$ cat src/rtl/spike_aer_encoder_pkg.sv
// Shared types and constants for the spike-to-AER encoder slice.
package spike_aer_encoder_pkg;

    localparam int unsigned AER_TS_W   = 16;
    localparam int unsigned AER_ADDR_W = 5;
    localparam int unsigned DROP_CNT_W = 16;

    // Event word layout for the default geometry: timestamp in the upper bits.
    typedef struct packed {
        logic [AER_TS_W-1:0]   ts;
        logic [AER_ADDR_W-1:0] addr;
    } aer_event_t;

    typedef enum logic {
        AER_IDLE,
        AER_SCAN
    } aer_state_t;

endpackage

$ cat src/rtl/spike_aer_fifo.sv
// Synchronous event FIFO with show-ahead head output taken straight from the
// storage registers; push while full is accepted only together with a pop.
module spike_aer_fifo #(
    parameter int unsigned DATA_W = 21,
    parameter int unsigned DEPTH  = 16,
    localparam int unsigned PTR_W = $clog2(DEPTH),
    localparam int unsigned CNT_W = PTR_W + 1
) (
    input  logic              clk,
    input  logic              rst,
    input  logic              push,
    input  logic [DATA_W-1:0] push_data,
    input  logic              pop,
    output logic [DATA_W-1:0] pop_data,
    output logic              full,
    output logic              empty,
    output logic [CNT_W-1:0]  count
);

    logic [DATA_W-1:0] mem [DEPTH];
    logic [PTR_W-1:0]  wr_ptr;
    logic [PTR_W-1:0]  rd_ptr;
    logic              wr_en;
    logic              rd_en;

    assign full     = (count == CNT_W'(DEPTH));
    assign empty    = (count == '0);
    assign wr_en    = push && (!full || pop);
    assign rd_en    = pop && !empty;
    assign pop_data = mem[rd_ptr];

    // Storage, pointers and occupancy; storage is cleared so the head reads zero after reset.
    always_ff @(posedge clk or posedge rst) begin
        if (rst) begin
            wr_ptr <= '0;
            rd_ptr <= '0;
            count  <= '0;
            for (int unsigned i = 0; i < DEPTH; i++) begin
                mem[i] <= '0;
            end
        end else begin
            if (wr_en) begin
                mem[wr_ptr] <= push_data;
                wr_ptr      <= wr_ptr + 1'b1;
            end
            if (rd_en) begin
                rd_ptr <= rd_ptr + 1'b1;
            end
            case ({wr_en, rd_en})
                2'b10:   count <= count + 1'b1;
                2'b01:   count <= count - 1'b1;
                default: count <= count;
            endcase
        end
    end

endmodule

$ cat src/rtl/spike_aer_encoder.sv
// Spike vector to AER stream encoder: captures a nonzero spike vector with its
// tick, serialises set bits lowest-address-first into an event FIFO.
// Optional statistics ports (evt_cnt, max_occ) exist when SPIKE_AER_STATS_EN is defined.
module spike_aer_encoder
    import spike_aer_encoder_pkg::*;
#(
    parameter int unsigned NUM_NEURONS = 32,
    parameter int unsigned FIFO_DEPTH  = 16,
    parameter int unsigned TS_W        = AER_TS_W,
    localparam int unsigned ADDR_W     = $clog2(NUM_NEURONS),
    localparam int unsigned OCC_W      = $clog2(FIFO_DEPTH) + 1
) (
    input  logic                   clk,
    input  logic                   rst,
    input  logic [NUM_NEURONS-1:0] spike_vec,
    output logic                   aer_valid,
    input  logic                   aer_ready,
    output logic [ADDR_W-1:0]      aer_addr,
    output logic [TS_W-1:0]        aer_ts,
    output logic                   busy,
    output logic                   overflow,
    output logic [DROP_CNT_W-1:0]  drop_cnt
`ifdef SPIKE_AER_STATS_EN
    ,
    output logic [31:0]            evt_cnt,
    output logic [OCC_W-1:0]       max_occ
`endif
);

    localparam int unsigned EV_W = TS_W + ADDR_W;

    aer_state_t             state;
    aer_state_t             state_nxt;
    logic [NUM_NEURONS-1:0] pend;
    logic [NUM_NEURONS-1:0] pend_nxt;
    logic [NUM_NEURONS-1:0] pend_rest;
    logic [TS_W-1:0]        cap_ts;
    logic [TS_W-1:0]        cap_ts_nxt;
    logic [TS_W-1:0]        ts_ctr;
    logic [ADDR_W-1:0]      low_idx;
    logic                   spike_any;
    logic                   last_bit;
    logic                   can_push;
    logic                   push;
    logic                   pop;
    logic                   drop;
    logic                   fifo_full;
    logic                   fifo_empty;
    logic [OCC_W-1:0]       fifo_cnt;
    logic [EV_W-1:0]        head;

    assign spike_any = |spike_vec;
    // Clearing the lowest set bit is pend & (pend - 1); empty result marks the last event.
    assign pend_rest = pend & (pend - 1'b1);
    assign last_bit  = (pend_rest == '0);
    assign pop       = aer_valid && aer_ready;
    assign can_push  = !fifo_full || pop;
    assign aer_valid = !fifo_empty;
    assign {aer_ts, aer_addr} = head;

    // Priority encoder: scan high to low so the lowest set index wins.
    always_comb begin
        low_idx = '0;
        for (int unsigned i = 0; i < NUM_NEURONS; i++) begin
            if (pend[NUM_NEURONS-1-i]) begin
                low_idx = ADDR_W'(NUM_NEURONS - 1 - i);
            end
        end
    end

    // Free-running tick counter, wraps silently.
    always_ff @(posedge clk or posedge rst) begin
        if (rst) begin
            ts_ctr <= '0;
        end else begin
            ts_ctr <= ts_ctr + 1'b1;
        end
    end

    // State register plus captured vector and its tick.
    always_ff @(posedge clk or posedge rst) begin
        if (rst) begin
            state  <= AER_IDLE;
            pend   <= '0;
            cap_ts <= '0;
        end else begin
            state  <= state_nxt;
            pend   <= pend_nxt;
            cap_ts <= cap_ts_nxt;
        end
    end

    // Next-state: capture in IDLE, clear one bit per accepted push in SCAN,
    // and chain straight into a new vector on the last-bit cycle.
    always_comb begin
        state_nxt  = state;
        pend_nxt   = pend;
        cap_ts_nxt = cap_ts;
        case (state)
            AER_IDLE: begin
                if (spike_any) begin
                    pend_nxt   = spike_vec;
                    cap_ts_nxt = ts_ctr;
                    state_nxt  = AER_SCAN;
                end
            end
            AER_SCAN: begin
                if (can_push) begin
                    pend_nxt = pend_rest;
                    if (last_bit) begin
                        if (spike_any) begin
                            pend_nxt   = spike_vec;
                            cap_ts_nxt = ts_ctr;
                        end else begin
                            state_nxt = AER_IDLE;
                        end
                    end
                end
            end
            default: state_nxt = AER_IDLE;
        endcase
    end

    // Outputs: busy flag, FIFO push strobe, and drop detection for vectors arriving mid-scan.
    always_comb begin
        busy = (state == AER_SCAN);
        push = (state == AER_SCAN) && can_push;
        drop = (state == AER_SCAN) && spike_any && !(can_push && last_bit);
    end

    // Sticky overflow flag and saturating drop counter.
    always_ff @(posedge clk or posedge rst) begin
        if (rst) begin
            overflow <= 1'b0;
            drop_cnt <= '0;
        end else if (drop) begin
            overflow <= 1'b1;
            if (drop_cnt != '1) begin
                drop_cnt <= drop_cnt + 1'b1;
            end
        end
    end

    spike_aer_fifo #(
        .DATA_W (EV_W),
        .DEPTH  (FIFO_DEPTH)
    ) u_fifo (
        .clk       (clk),
        .rst       (rst),
        .push      (push),
        .push_data ({cap_ts, low_idx}),
        .pop       (pop),
        .pop_data  (head),
        .full      (fifo_full),
        .empty     (fifo_empty),
        .count     (fifo_cnt)
    );

`ifdef SPIKE_AER_STATS_EN
    // Handshake counter and peak FIFO occupancy.
    always_ff @(posedge clk or posedge rst) begin
        if (rst) begin
            evt_cnt <= '0;
            max_occ <= '0;
        end else begin
            if (pop) begin
                evt_cnt <= evt_cnt + 1'b1;
            end
            if (fifo_cnt > max_occ) begin
                max_occ <= fifo_cnt;
            end
        end
    end
`else
    logic unused_occ;
    assign unused_occ = ^fifo_cnt;
`endif

endmodule

$ cat config.mk
export PLATFORM = sky130hd
export DESIGN_NAME = spike_aer_encoder
export DESIGN_NICKNAME = d
export VERILOG_FILES = /design/src/rtl/spike_aer_encoder_pkg.sv /design/src/rtl/spike_aer_fifo.sv /design/src/rtl/spike_aer_encoder.sv
export SDC_FILE = /design/constraint.sdc
export NUM_CORES = 1
export LEC_CHECK = 0
export CORE_MARGIN = 2
export CORE_UTILIZATION = 40
export DETAILED_ROUTE_END_ITERATION = 12
export GPL_ROUTABILITY_DRIVEN = 0
export GPL_TIMING_DRIVEN = 0
export PLACE_DENSITY = 0.64
export SETUP_SLACK_MARGIN = 0.05
export SYNTH_ARGS = -nofsm -noshare
export SYNTH_HDL_FRONTEND = slang
export SYNTH_HIERARCHICAL = 1
export SYNTH_SLANG_ARGS = --single-unit
$ cat constraint.sdc
create_clock -name clk -period 30.1 [get_ports clk]
set_clock_uncertainty 0.15 [all_clocks]
set_input_delay 6.02 -clock clk [delete_from_list [all_inputs] [get_ports clk]]
set_output_delay 6.02 -clock clk [all_outputs]
set_load 0.1 [all_outputs]
# Yosys cells after proc, flatten, opt, wreduce, memory -nomap -nowiden
# Index checks and enable logic that the tools add are counted.
# totals
wordCells,117
output_inout_bits,40
latchBits,0
memories,0
in_bits,35
ff_bits,431
mem_bits_rw,0
mem_bits_ro,0
# classes
n_eq_ne,7
div,0
mux,52
order_cmp,3
n_mul,0
bitwise,4
n_reduce_logical,19
n_addsub,7
shift,0
# ops
op,count
bitwise mux 336 bit,1
two-way mux 5 bit,32
two-way mux 32 bit,4
binary-select mux 21 bit (select 4 bit),1
demux 21 bit (select 4 bit),1
one-hot mux 32 bit (2 select lines),1
two-way mux 21 bit,3
two-way mux 16 bit,3
"adder 16 x 1 -> 16 bit, second input constant",2
bitwise AND 32 bit,1
zero test 32 bit,1
one-hot mux 16 bit (2 select lines),1
OR reduction 32 bit,1
"subtractor 32 x 1 -> 32 bit, second input constant",1
"!= test 16 bit, second input constant",1
">= comparator 5 bit, second input constant",2
NOT 4 -> 5 bit,2
one-hot mux 5 bit (2 select lines),1
"adder 4 x 1 -> 4 bit, second input constant",2
logical AND 1 bit,8
AND reduction 2 bit,3
"adder 5 x 1 -> 5 bit, second input constant",1
"equality test 5 bit, second input constant",1
zero test 5 bit,1
other kinds (12),17

# Depth between registers and ports, before layout
# logic_depth
word_depth,33
ltp_mapped,18
mapped_depth_nobuf,16

# By module
# The synthesis kept the hierarchy.
# by_module_without_submodules
mod,cells_per_inst,area_each_um2,instances
spike_aer_fifo,1096,16671.0,1
spike_aer_encoder,466,4486.8,1

# Worst setup path after synthesis
# No wires, ideal clock.
# synth_path
path_type,input to register
start,in aer_ready
end,reg u_fifo.count[4]
path_slack_ns,21.042
path_stages,15
arrival_time_ns,8.785
path_cell_list,nor2b_1 -> nand2b_1 -> nand2_1 -> inv_1 -> buf_2 -> and2_1 -> clkbuf_1 -> inv_1 -> ha_1 -> ha_1 -> nor2b_1 -> o21ai_0 -> a21oi_1 -> or3b_2 -> xnor2_1
# synth_via
elab_chain_len,6
# synth_rtl
element,line,text
"start, declared",spike_aer_encoder.sv:17,"input logic aer_ready,"
logical AND 1 bit (*),spike_aer_encoder.sv:56,assign pop = aer_valid && aer_ready;
logical OR 1 bit (*),spike_aer_encoder.sv:57,assign can_push = !fifo_full || pop;
logical AND 1 bit (*),spike_aer_encoder.sv:127,push = (state == AER_SCAN) && can_push;
net push,spike_aer_encoder.sv:44,logic push;
logical AND 1 bit (*),spike_aer_fifo.sv:28,assign wr_en = push && (!full || pop);
equality test 2 x 1 -> 1 bit / equality test 2 bit (equally long branches),spike_aer_fifo.sv:49,"case ({wr_en, rd_en})"
one-hot mux 5 bit (2 select lines) / nonzero test 2 bit (equally long branches),n/a,
"end signal, assigned",spike_aer_fifo.sv:50,2'b10: count <= count + 1'b1;
"end signal, assigned",spike_aer_fifo.sv:51,2'b01: count <= count - 1'b1;
"end signal, assigned",spike_aer_fifo.sv:52,default: count <= count;
"end, declared",spike_aer_fifo.sv:17,output logic [CNT_W-1:0] count
# Mark *: on every way through the listed nets, which the timed path passes. The rest lies on a longest branch.
# A chain may end at the register's enable or synchronous reset.

# Worst setup path in the final report
# layout_path
start,reg u_fifo.rd_ptr[1]
end,out aer_ts[13]
# layout_via
elab_chain_len,4
# layout_rtl
element,line,text
"start, declared",spike_aer_fifo.sv:22,logic [PTR_W-1:0] rd_ptr;
"start signal, assigned",spike_aer_fifo.sv:47,rd_ptr <= rd_ptr + 1'b1;
NOT 4 -> 5 bit (not written as such),spike_aer_fifo.sv:30,assign pop_data = mem[rd_ptr];
binary-select mux 21 bit (select 4 bit),spike_aer_fifo.sv:30,
two-way mux 21 bit (not written as such) (2 in a row),spike_aer_fifo.sv:30,
"end, declared",spike_aer_encoder.sv:19,"output logic [TS_W-1:0] aer_ts,"
# Every way passes these cells. The select of a mux whose other input is x is not followed.

==> flow_metrics.py <==
metrics = {
    "clock_tree": {
        "clk_latency_ns": 0.57,
        "numCtsBuffers": 47,
        "cts_hold_buf": 0,
        "clock_sinks": 431,
        "clkTransAtPathRegs_ns": 0.06,
        "cts_resized": 0,
        "cts_buffer_depth": 3,
        "cts_tree": "built",
        "cts_max_level": 2,
        "cts_setup_buffers": 0,
        "clock_tree.root_cell": "clkbuf_16",
    },
    "global_route": {
        "antenna_found_initial": 0,
        "grt_pass1_wl_um": 79000,
        "grtUsageMet2_pct": 29.3,
        "top_usage_layer": "met2",
        "grt_usage_pct": 18.4,
        "grt_pass1_vias": 13800,
        "grtUsageMet3_pct": 3.33,
        "use_met1_pct": 26.0,
        "grt_max_degree": 134,
        "grt_overflow_total": 0,
    },
    "final_layout": {
        "drive_gt1_share_pct": 31.7,
        "multi_input_comb_area_um2": 9420,
        "regArea_um2": 10800,
        "stdcell_count": 2414,
        "area_growth_pct": 15.5,
        "num-fill-cells": 4585,
        "final_area_um2": 24400,
        "layout_commonest_cell": "dfrtp_1",
        "mostFrequentLayoutCells": "431 x dfrtp_1, 242 x mux2_2, 92 x nand2_1",
        "fin_nets": 1736,
        "insertedDiodeCount": 0,
    },
    "sta": {
        "slew_violations": 0,
        "min_period_ns": 10.26,
        "tns_ns": 0,
        "relSlewSlack_pct": 34.0,
        "final-setup-viol-count": 0,
        "period_share_pct": 34.1,
        "hold_viol_final": 0,
        "rsz0062_at_grt": "no",
        "max_freq_ghz": 0.0975,
        "tightest_slew_ns": 0.987,
    },
    "die": {
        "pin_count": 75,
        "row_count": 84,
        "die_area_um2": 54700,
        "initial_core_util_pct": 40.3,
        "die_x_um": 234,
        "die_h_um": 234,
        "core-area_um2": 52400,
    },
    "synth": {
        "synth_edf_count": 0,
        "yosys_warnings": 6,
        "synthCells": 1562,
        "avgSynthCellArea_um2": 13.5,
        "ys_ff_latch": 431,
        "syn_area_um2": 21200,
        "syn_nets": 1609,
        "ys.flop_type": "dfrtp_1",
        "ys_async_sr_fraction_pct": 100,
        "yosysSeqAreaShare_pct": 51.0,
        "synth.distinct_cells": 75,
    },
    "placement": {
        "portBuffers": 74,
        "hpwlAfterDp_um": 34100,
        "dp_cells": 2328,
        "dpl_cell_area_um2": 22900,
    },
    "critical_path": {
        "crit_required_ns": 23.93,
        "critical_path_class": "reg -> out",
        "worstPathArrival_ns": 4.09,
        "cp-end-kind": "primary output",
        "r2r_slack_ns": 25.61,
        "worst-path-max-fanout": 10,
        "critPathLaunchType": "flip-flop",
    },
    "run_status": {
        "status": "complete, no violations",
    },
    "detailed_routing": {
        "first_pass_iters": 5,
        "drtIter0Drc": 1080,
        "drc": 0,
        "routed_wl_um": 48900,
        "wire_per_inst_um": 20.3,
        "drtAntennaViolNets": 0,
        "detail_route.vias_per_cell": 5.46,
        "num_vias": 13200,
    },
    "power": {
        "max-vdd-ir-drop_mv": 0.0959,
        "power_density_nw_per_um2": 123,
        "leakage_uw": 0.0113,
    },
    "job": {
        "cap_violations": 0,
    },
    "min_path": {
        "min_path_type": "reg -> reg",
    },
}
==> registers in the layout, summed over array words and instances (netlist names) <==
register and cells:
drop_cnt 16, u_fifo/rd_ptr 4, pend 32, cap_ts 16
busy 1, u_fifo/count 5, u_fifo/mem 336, ts_ctr 16
u_fifo/wr_ptr 4, overflow 1
==> routing by layer <==
layer  share of wire (%)  wire length (µm)  up-vias
met1                  47             22800     6772
li1                    -                 -     5995
met5                   0                 0        -
met2                  46             22700      319
met3                 4.8              2350       88
met4                 2.2              1060        0
==> cell usage after synthesis, drive strengths merged (2+ instances only) <==
library cell	number	area share, %
nand2	93	1.7
o22ai	2	0.059
a32o	4	0.19
clkbuf	57	1.0
o21a	3	0.11
ha	11	0.65
or2	2	0.059
xnor2	21	0.87
nor3	11	0.28
o21ba	2	0.095
a31oi	4	0.12
nor2	37	0.73
o31ai	7	0.25
a21o	5	0.18
dfrtp	431	51
nor2b	6	0.18
nand4	19	0.88
buf	66	3.0
mux2i	85	4.0
mux4	42	4.5
nand2b	5	0.15
mux2	354	20
a22o	4	0.17
nand3b	2	0.071
o21ai	58	1.4
a21oi	16	0.38
xor2	18	0.75
o311ai	6	0.25
nand3	25	0.77
a211oi	2	0.071
or3	3	0.089
and3	4	0.12
a221oi	43	1.8
nor4	34	1.3
inv	27	0.48
or4	5	0.18
o22a	2	0.083
and2	6	0.19
and4	2	0.083
a22oi	21	0.75
o41ai	2	0.083
o32ai	2	0.12
==> worst max-delay path: stages (launching register included) <==
cell	delay, ns
dfrtp_1	0.35
buf_4	0.21
buf_2	0.36
clkbuf_1	0.76
mux4_2	0.40
a22oi_1	0.09
nand2_1	0.17
clkdlybuf4s50_1	1.16
==> cell type report <==
cell class | count | share of cell area [%]
buffer | 123 | 3.50
clock inverter | 19 | 0.579
tap | 688 | 3.52
inverter | 27 | 0.456
sequential | 431 | 44.1
timing repair buffer | 78 | 3.48
multi-input combinational | 981 | 38.5
clock buffer | 67 | 5.79
==> cell families after synthesis <==
logic type      Yosys count  synth area share, %
mux                     481                 28.9
flops                   431                 51.0
simple gates            256                 6.79
compound gates          192                 6.42
buf+inv                 150                 4.52
xor+xnor                 39                 1.61
fa+ha+maj                13                0.792
==> where the power goes <==
group / internal (µW) / total [µW] / switching (µW)
Clock: 335 / 571 / 235
Combinational: 596 / 1590 / 991
Sequential: 734 / 838 / 104
Total: 1670 / 3000 / 1330
==> path summary, 6_finish.rpt <==
kind                                              start  depth (start not counted)                     endpoint
max                        u_fifo/rd_ptr[1]$_DFFE_PP0P_                          7                   aer_ts[13]
min                                overflow$_DFFE_PP0P_                          1         overflow$_DFFE_PP0P_
max reg2reg                 u_fifo/count[1]$_DFFE_PP0P_                         18  u_fifo/count[4]$_DFFE_PP0P_
min reg2reg                        overflow$_DFFE_PP0P_                          1         overflow$_DFFE_PP0P_
max in group asynchronous                           rst                          4    u_fifo/mem[1]$_DFFE_PP0P_
min in group asynchronous                           rst                          2  u_fifo/count[3]$_DFFE_PP0P_
==> through the flow <==
| step | worst slack (ns) | utilization [%] | total power, µW | hold slack, ns |
|---|---|---|---|---|
| 6_report | 19.84 | 46.6 | 3000 | 0.322 |
| 5_1_grt | 19.75 | 46.6 | 3170 | 0.341 |
| 4_1_cts | 19.83 | 46.6 | 3010 | 0.322 |
| 3_5_place_dp | 20.00 | 43.6 | 2430 | 0.297 |
| 3_3_place_gp | 10.44 | 43.4 | 2400 | 0.309 |
| 2_1_floorplan | 14.25 | - | 2010 | 0.296 |
Power figures use the tool's default switching activity.
